[src/rtl/regfile_requester.sv]
// ----------------------------------------------------------------------------
// regfile_requester
//
// Initiator for the 32x16 delayed-access register file. It accepts one
// read/write request at a time from an upstream client, issues a single
// rf_valid pulse, holds the addresses and write data stable while the file
// completes, captures the read data and returns it on a response channel.
//
// Ports
//   clk, rst_n            clock (rising edge), asynchronous active-low reset
//   req_valid/req_ready   request handshake (ready only in IDLE)
//   req_op[2:0]           bit0 read port 1, bit1 read port 2, bit2 write
//   req_raddr1/2, req_waddr, req_wdata   request addresses and write data
//   resp_valid/resp_ready response handshake
//   resp_rdata1/2         read data (0 for ports that were not requested)
//   rf_*                  register file interface
//   busy                  high in any state other than IDLE
//
// Optional feature (macro REGFILE_REQ_PERF_CNT_EN):
//   rd_count / wr_count   saturating counts of issued reads and writes
// ----------------------------------------------------------------------------
module regfile_requester #(
    parameter int ADDR_W = 5,
    parameter int DATA_W = 16,
    parameter int RD_LAT = 3,
    parameter int WR_LAT = 2
) (
    input  logic              clk,
    input  logic              rst_n,
    input  logic              req_valid,
    output logic              req_ready,
    input  logic [2:0]        req_op,
    input  logic [ADDR_W-1:0] req_raddr1,
    input  logic [ADDR_W-1:0] req_raddr2,
    input  logic [ADDR_W-1:0] req_waddr,
    input  logic [DATA_W-1:0] req_wdata,
    output logic              resp_valid,
    input  logic              resp_ready,
    output logic [DATA_W-1:0] resp_rdata1,
    output logic [DATA_W-1:0] resp_rdata2,
    output logic [2:0]        rf_valid,
    output logic [ADDR_W-1:0] rf_read_addr_1,
    output logic [ADDR_W-1:0] rf_read_addr_2,
    output logic [ADDR_W-1:0] rf_write_addr,
    output logic [DATA_W-1:0] rf_write_data,
    input  logic [DATA_W-1:0] rf_read_1,
    input  logic [DATA_W-1:0] rf_read_2,
    output logic              busy
`ifdef REGFILE_REQ_PERF_CNT_EN
    ,
    output logic [15:0]       rd_count,
    output logic [15:0]       wr_count
`endif
);

    localparam int LAT_MAX = (RD_LAT > WR_LAT) ? RD_LAT : WR_LAT;
    localparam int CNT_W   = (LAT_MAX > 1) ? $clog2(LAT_MAX) : 1;

    typedef enum logic [1:0] {IDLE, ISSUE, WAIT, RESP} state_t;

    state_t            state, next_state;
    logic [CNT_W-1:0]  cnt;
    logic [2:0]        op_q;
    logic [ADDR_W-1:0] raddr1_q, raddr2_q, waddr_q;
    logic [DATA_W-1:0] wdata_q;
    logic              accept;
    logic              drive_rf;

    assign accept = (state == IDLE) && req_valid;

    // NOTE: sequential state uses non-blocking assignments so every register
    // samples the pre-edge values of the others, independent of block order.
    always_ff @(posedge clk or negedge rst_n) begin
        if (!rst_n) state <= IDLE;
        else        state <= next_state;
    end

    // NOTE: every output of this block gets a default first, so no path
    // through the case statement can leave a variable unassigned (no latch).
    always_comb begin
        next_state = state;
        req_ready  = 1'b0;
        resp_valid = 1'b0;
        busy       = 1'b1;
        rf_valid   = 3'b000;
        drive_rf   = 1'b0;
        unique case (state)
            IDLE: begin
                req_ready = 1'b1;
                busy      = 1'b0;
                if (req_valid) next_state = (req_op == 3'b000) ? RESP : ISSUE;
            end
            ISSUE: begin
                rf_valid   = op_q;
                drive_rf   = 1'b1;
                next_state = WAIT;
            end
            WAIT: begin
                drive_rf = 1'b1;
                if (cnt == '0) next_state = RESP;
            end
            RESP: begin
                resp_valid = 1'b1;
                if (resp_ready) next_state = IDLE;
            end
            default: next_state = IDLE;
        endcase
    end

    // The file samples addresses at completion, so they stay on the bus from
    // ISSUE to the end of WAIT; outside that window the bus is parked at 0.
    assign rf_read_addr_1 = drive_rf ? raddr1_q : '0;
    assign rf_read_addr_2 = drive_rf ? raddr2_q : '0;
    assign rf_write_addr  = drive_rf ? waddr_q  : '0;
    assign rf_write_data  = drive_rf ? wdata_q  : '0;

    // NOTE: holding and response registers are reset so that every output is
    // defined (zero) straight out of reset, not just the FSM state.
    always_ff @(posedge clk or negedge rst_n) begin
        if (!rst_n) begin
            op_q        <= '0;
            raddr1_q    <= '0;
            raddr2_q    <= '0;
            waddr_q     <= '0;
            wdata_q     <= '0;
            cnt         <= '0;
            resp_rdata1 <= '0;
            resp_rdata2 <= '0;
        end else begin
            if (accept) begin
                op_q        <= req_op;
                raddr1_q    <= req_raddr1;
                raddr2_q    <= req_raddr2;
                waddr_q     <= req_waddr;
                wdata_q     <= req_wdata;
                // Cleared so write-only and no-op responses return zeros.
                resp_rdata1 <= '0;
                resp_rdata2 <= '0;
            end
            if (state == ISSUE) begin
                cnt <= (op_q[1:0] != 2'b00) ? CNT_W'(RD_LAT - 1) : CNT_W'(WR_LAT - 1);
            end else if (state == WAIT) begin
                if (cnt != '0) begin
                    cnt <= cnt - 1'b1;
                end else begin
                    // Unrequested ports (and write-only ops) return 0.
                    resp_rdata1 <= op_q[0] ? rf_read_1 : '0;
                    resp_rdata2 <= op_q[1] ? rf_read_2 : '0;
                end
            end
        end
    end

`ifdef REGFILE_REQ_PERF_CNT_EN
    always_ff @(posedge clk or negedge rst_n) begin
        if (!rst_n) begin
            rd_count <= '0;
            wr_count <= '0;
        end else if (state == ISSUE) begin
            if (op_q[1:0] != 2'b00 && rd_count != 16'hFFFF) rd_count <= rd_count + 16'd1;
            if (op_q[2] && wr_count != 16'hFFFF)            wr_count <= wr_count + 16'd1;
        end
    end
`endif

endmodule

[config.mk]
export PLATFORM = sky130hd
export DESIGN_NAME = regfile_requester
export DESIGN_NICKNAME = d
export VERILOG_FILES = /design/src/rtl/regfile_requester.sv
export SDC_FILE = /design/constraint.sdc
export NUM_CORES = 1
export LEC_CHECK = 0
export ABC_AREA = 1
export CORE_MARGIN = 2
export CORE_UTILIZATION = 49
export CTS_BUF_LIST = sky130_fd_sc_hd__clkbuf_8
export DETAILED_ROUTE_END_ITERATION = 16
export PLACE_DENSITY = 0.95
export SYNTH_ARGS = -nofsm -noshare
export SYNTH_HDL_FRONTEND = slang
export SYNTH_SLANG_ARGS = --single-unit
[constraint.sdc]
create_clock -name clk -period 3.5 [get_ports clk]
set_input_delay 0.7 -clock clk [delete_from_list [all_inputs] [get_ports clk]]
set_output_delay 0.7 -clock clk [all_outputs]
set_load 0.01 [all_outputs]
* Yosys cells after proc, flatten, opt, wreduce, memory -nomap -nowiden *
Cells that the tools add are included.

word-level totals
  bits in registers = 70
  input bits = 70
  output and inout bits = 69
  logic and storage cells = 55

cells by class
  add/subtract/negate cells = 1
  equality and inequality tests = 6
  muxes and demuxes = 28
  reduce and logical (&&, ||, !) cells = 11

operators with widths
  kind                   count
  $mux W16               11
  $mux W2                8
  $mux W5                3
  $pmux W2 S4            1
  $reduce_bool A2 Y1     4
  $ne A2 B2 Y1 const B   3
  $eq A2 B2 Y1 const B   2
  $logic_not A2 Y1       2
  $mux W1                4
  $logic_not A3 Y1       1
  $mux W3                1
  $reduce_and A3 Y1      1
  $eq A2 B1 Y1 const B   1
  $reduce_and A2 Y1      1
  $reduce_or A2 Y1       1
  $sub A2 B1 Y2 const B  1
  $logic_and A1 B1 Y1    1

* Longest topological paths before layout *
  depth after elaboration = 6
  depth in mapped cells = 8
  gate-level depth less buffers = 8

* Least setup slack after synthesis *
OpenSTA, ideal clock, no wires.

  kind = register to output
  start point = register state[0]
  end point = output busy
  arrival time = 1.257 ns
  data required time = 2.800 ns
  slack = 1.543 ns
  stages on the path, launching flop included = 6
  buffers on the path = 2
  cell sequence = dfrtp_1 -> inv_1 -> ha_1 -> buf_4 -> clkbuf_1 -> inv_1

between the ends
  longest elaborated chain between the ends = 2

RTL lines
  item                    line  source
  from (decl)             61    state_t state, next_state;
  from (signal assigned)  75    else state <= next_state;
  $logic_not A2 Y1        87    unique case (state)
  $mux W1                 87
  to (decl)               48    output logic busy

No other way between the ends.

* Final worst setup path *
  start point = register state[1]
  end point = output rf_write_data[1]

between the ends
  longest elaborated chain between the ends = 4
  elaborated cells between the ends (all ways) = 5
  classes of those cells = 2 x eq/ne; 2 x mux; 1 x reduce/logical

RTL lines
  item                                          line  source
  $eq A2 B1 Y1 or $eq A2 B2 Y1 (tied branches)  87
  $reduce_or A2 Y1 (no source line) *           n/a
  $mux W1 *                                     87
  $mux W16 *                                    115   assign rf_write_data = drive_rf ? wdata_q : '0;
  to (decl)                                     45    output logic [DATA_W-1:0] rf_write_data,

Every way passes the cells marked *; elsewhere a longest branch is shown, timed or not.

==> results.md <==
- Clock root cell: clkbuf_8
- Port-buffer cells: 138
- Post-Syn Nets: 497
- Largest net degree at the start of global routing: 71
- Non-Filler Instances: 645
- Post-synthesis instance total: 421
- Unrepaired setup endpoints after global routing: no
- Vias in the first global route: 3158
- Place WS: 0.768 ns
- Crit-path cells: inv_1, ha_1, buf_4, nand2_1, inv_1, clkdlybuf4s50_1
- Worst Setup Path Type: reg -> out
- Worst Path Max Fanout: 19
- Hold_ws: 0.450 ns
- Worst path slowest cell: ha_1
- Slew Viols, Final: 0
- Clk slew on worst S/H paths: 0.08 ns
- DRC: 0
- Power Density: 791 nW/µm²
- Max Root-Sink Buffers: 2
- Slowest Stage Delay on Critical Path: 0.56 ns
- Final worst clock skew: ~0.012 ns
- Cts bufs inserted: 9
- Post_cts resized: 0
- Final setup vio count: 0
- Initial detailed-routing violation count: 168
- Antenna violations before repair: 0
- Critical path arrival: ~2.4 ns
- Vias: ~3200
- CTS tree: built
- Worst Setup Slack, final: around 0.42 ns
- Type of origin of the critical path: register
- I/O Pins: roughly 140
- Ant diodes: 0
- Global-route wire length before repair: ~14000 µm
- H-tree depth: 3
- Setup Fix Bufs, Post-CTS: 0
- Leakage: 2.65 nW
- Final Hold Vio Count: 0
- Maxcap violations: 0
- Grt ovf: 0
- DR WL/cell: around 13 µm
- Worst VDD drop: 0.663 mV
- Full die area: 7990 µm²
- Die Height: 89.4 µm
- CP most frequent cell: inv_1
- Hold_buf cts: 0
- DPL Wire Length: 6020 µm
- CP required: 2.80 ns
- Min-Delay Path Class: in -> async
- Final core occ: ~71%
- Layout area overhead: 41.2%
- Peak Freq: 325 MHz
- ANT nets after route: 0
- Share of layout cells above drive strength 1: 10.1%
- Number of vias per cell: 5.01
- Post-layout nets: 617
- CTS Sinks: 70
- Ys Warns: 0
- Tot GR Track Use: 22.7%
- Mapped Area: 3570 µm²
- Fin crit share: just under 90%
- Core ar.: about 7100 µm²
- Drt pass-1 iters: 5
- Yosys cell types: 16
- TNS Setup: 0 ns
- Most frequent cells in the layout: nand2_1 (156), clkdlybuf4s50_1 (137), dfrtp_1 (70)
- Syn Area/Cell: around 8.5 µm²
- Design area: 5040 µm²
- Tmin final: 3.08 ns
- Placed Area: slightly below 5000 µm²
- Clk Latency, worst-skew pair: 0.34 ns
- Width of the die: around 89 µm
- Outcome: finished clean
- Routed WL: 8710 µm
- FILL cells: 533
- Sequential share of the synthesized area: 49.0%
- Leading cell type in the layout, fill and taps excluded: nand2_1
- Synth Register Bits: 70
- Crit path capture type: output port
- Total power: roughly 4 mW
- Final GP Congestion: 0.769
- Starting Density: 50.1%
- Rel. slew slack: a little over two fifths
- FP Rows: 31
- Worst-Margin Slew: 0.854 ns
- Placed Cells: 629
cell families after synthesis:
family                     synth area share [%]
adders and majority gates                  2.10
and+or+nand+nor                            37.4
DFF                                        49.0
buffers and inverters                      11.5
registers in the layout (all words and copies together), names as in the netlist:
register	count
resp_rdata2	16
cnt	2
state	2
raddr1_q	5
waddr_q	5
wdata_q	16
raddr2_q	5
op_q	3
resp_rdata1	16
per-layer routing:
layer  track usage [%]  vias up  wire, µm
met5                 0        -         0
met4              9.09        0       203
met3              4.34       19       650
met2              38.5      145      4220
met1              28.5     1502      3630
li1                  -     1567         -
area by class of cell:
type	count	area (µm²)	share of cell area (%)
flip-flops and latches	70	1750	34.7
multi-input cells	271	1410	28.0
repair buffers	142	1410	27.9
inverters	47	176	3.50
clock buffers	9	124	2.46
well taps	99	124	2.46
clock inverters	7	50.0	0.992
power breakdown:
part	total (mW)	switching, mW	internal, mW
logic	2.07	1.12	0.943
registers	1.35	0.245	1.11
clock network	0.575	0.317	0.258
synth_stat cells (all sizes together):
| library cell | instances | area [µm²] |
|---|---|---|
| buf | 24 | 201 |
| nand4 | 32 | 200 |
| nand3 | 68 | 490 |
| or2 | 1 | 6.26 |
| nor2 | 6 | 30.0 |
| nand2 | 158 | 608 |
| dfrtp | 70 | 1750 |
| clkbuf | 9 | 33.8 |
| ha | 6 | 75.1 |
| inv | 47 | 176 |
critical path, delay by kind of cell (launching register included):
| family | cells | cell delay (ns) |
|---|---|---|
| and+or+nand+nor | 1 | 0.08 |
| buffers and inverters | 4 | 0.99 |
| DFF | 1 | 0.40 |
| adders and majority gates | 1 | 0.56 |
path summary, 6_finish.rpt:
path	start	endpoint	slack, ns	cells past startpoint
min in group clk	raddr1_q[1]$_DFFE_PN0P_	raddr1_q[1]$_DFFE_PN0P_	0.48	2
min	rst_n	resp_rdata1[10]$_DFF_PN0_	0.45	1
min reg2reg	raddr1_q[1]$_DFFE_PN0P_	raddr1_q[1]$_DFFE_PN0P_	0.48	2
max reg2reg	state[1]$_DFFE_PN0P_	resp_rdata2[15]$_DFF_PN0_	1.15	6
max	state[1]$_DFFE_PN0P_	rf_write_data[1]	0.42	6
max in group asynchronous	rst_n	state[0]$_DFFE_PN0P_	2.48	1
No activity file was read; power rests on OpenSTA's default activity.
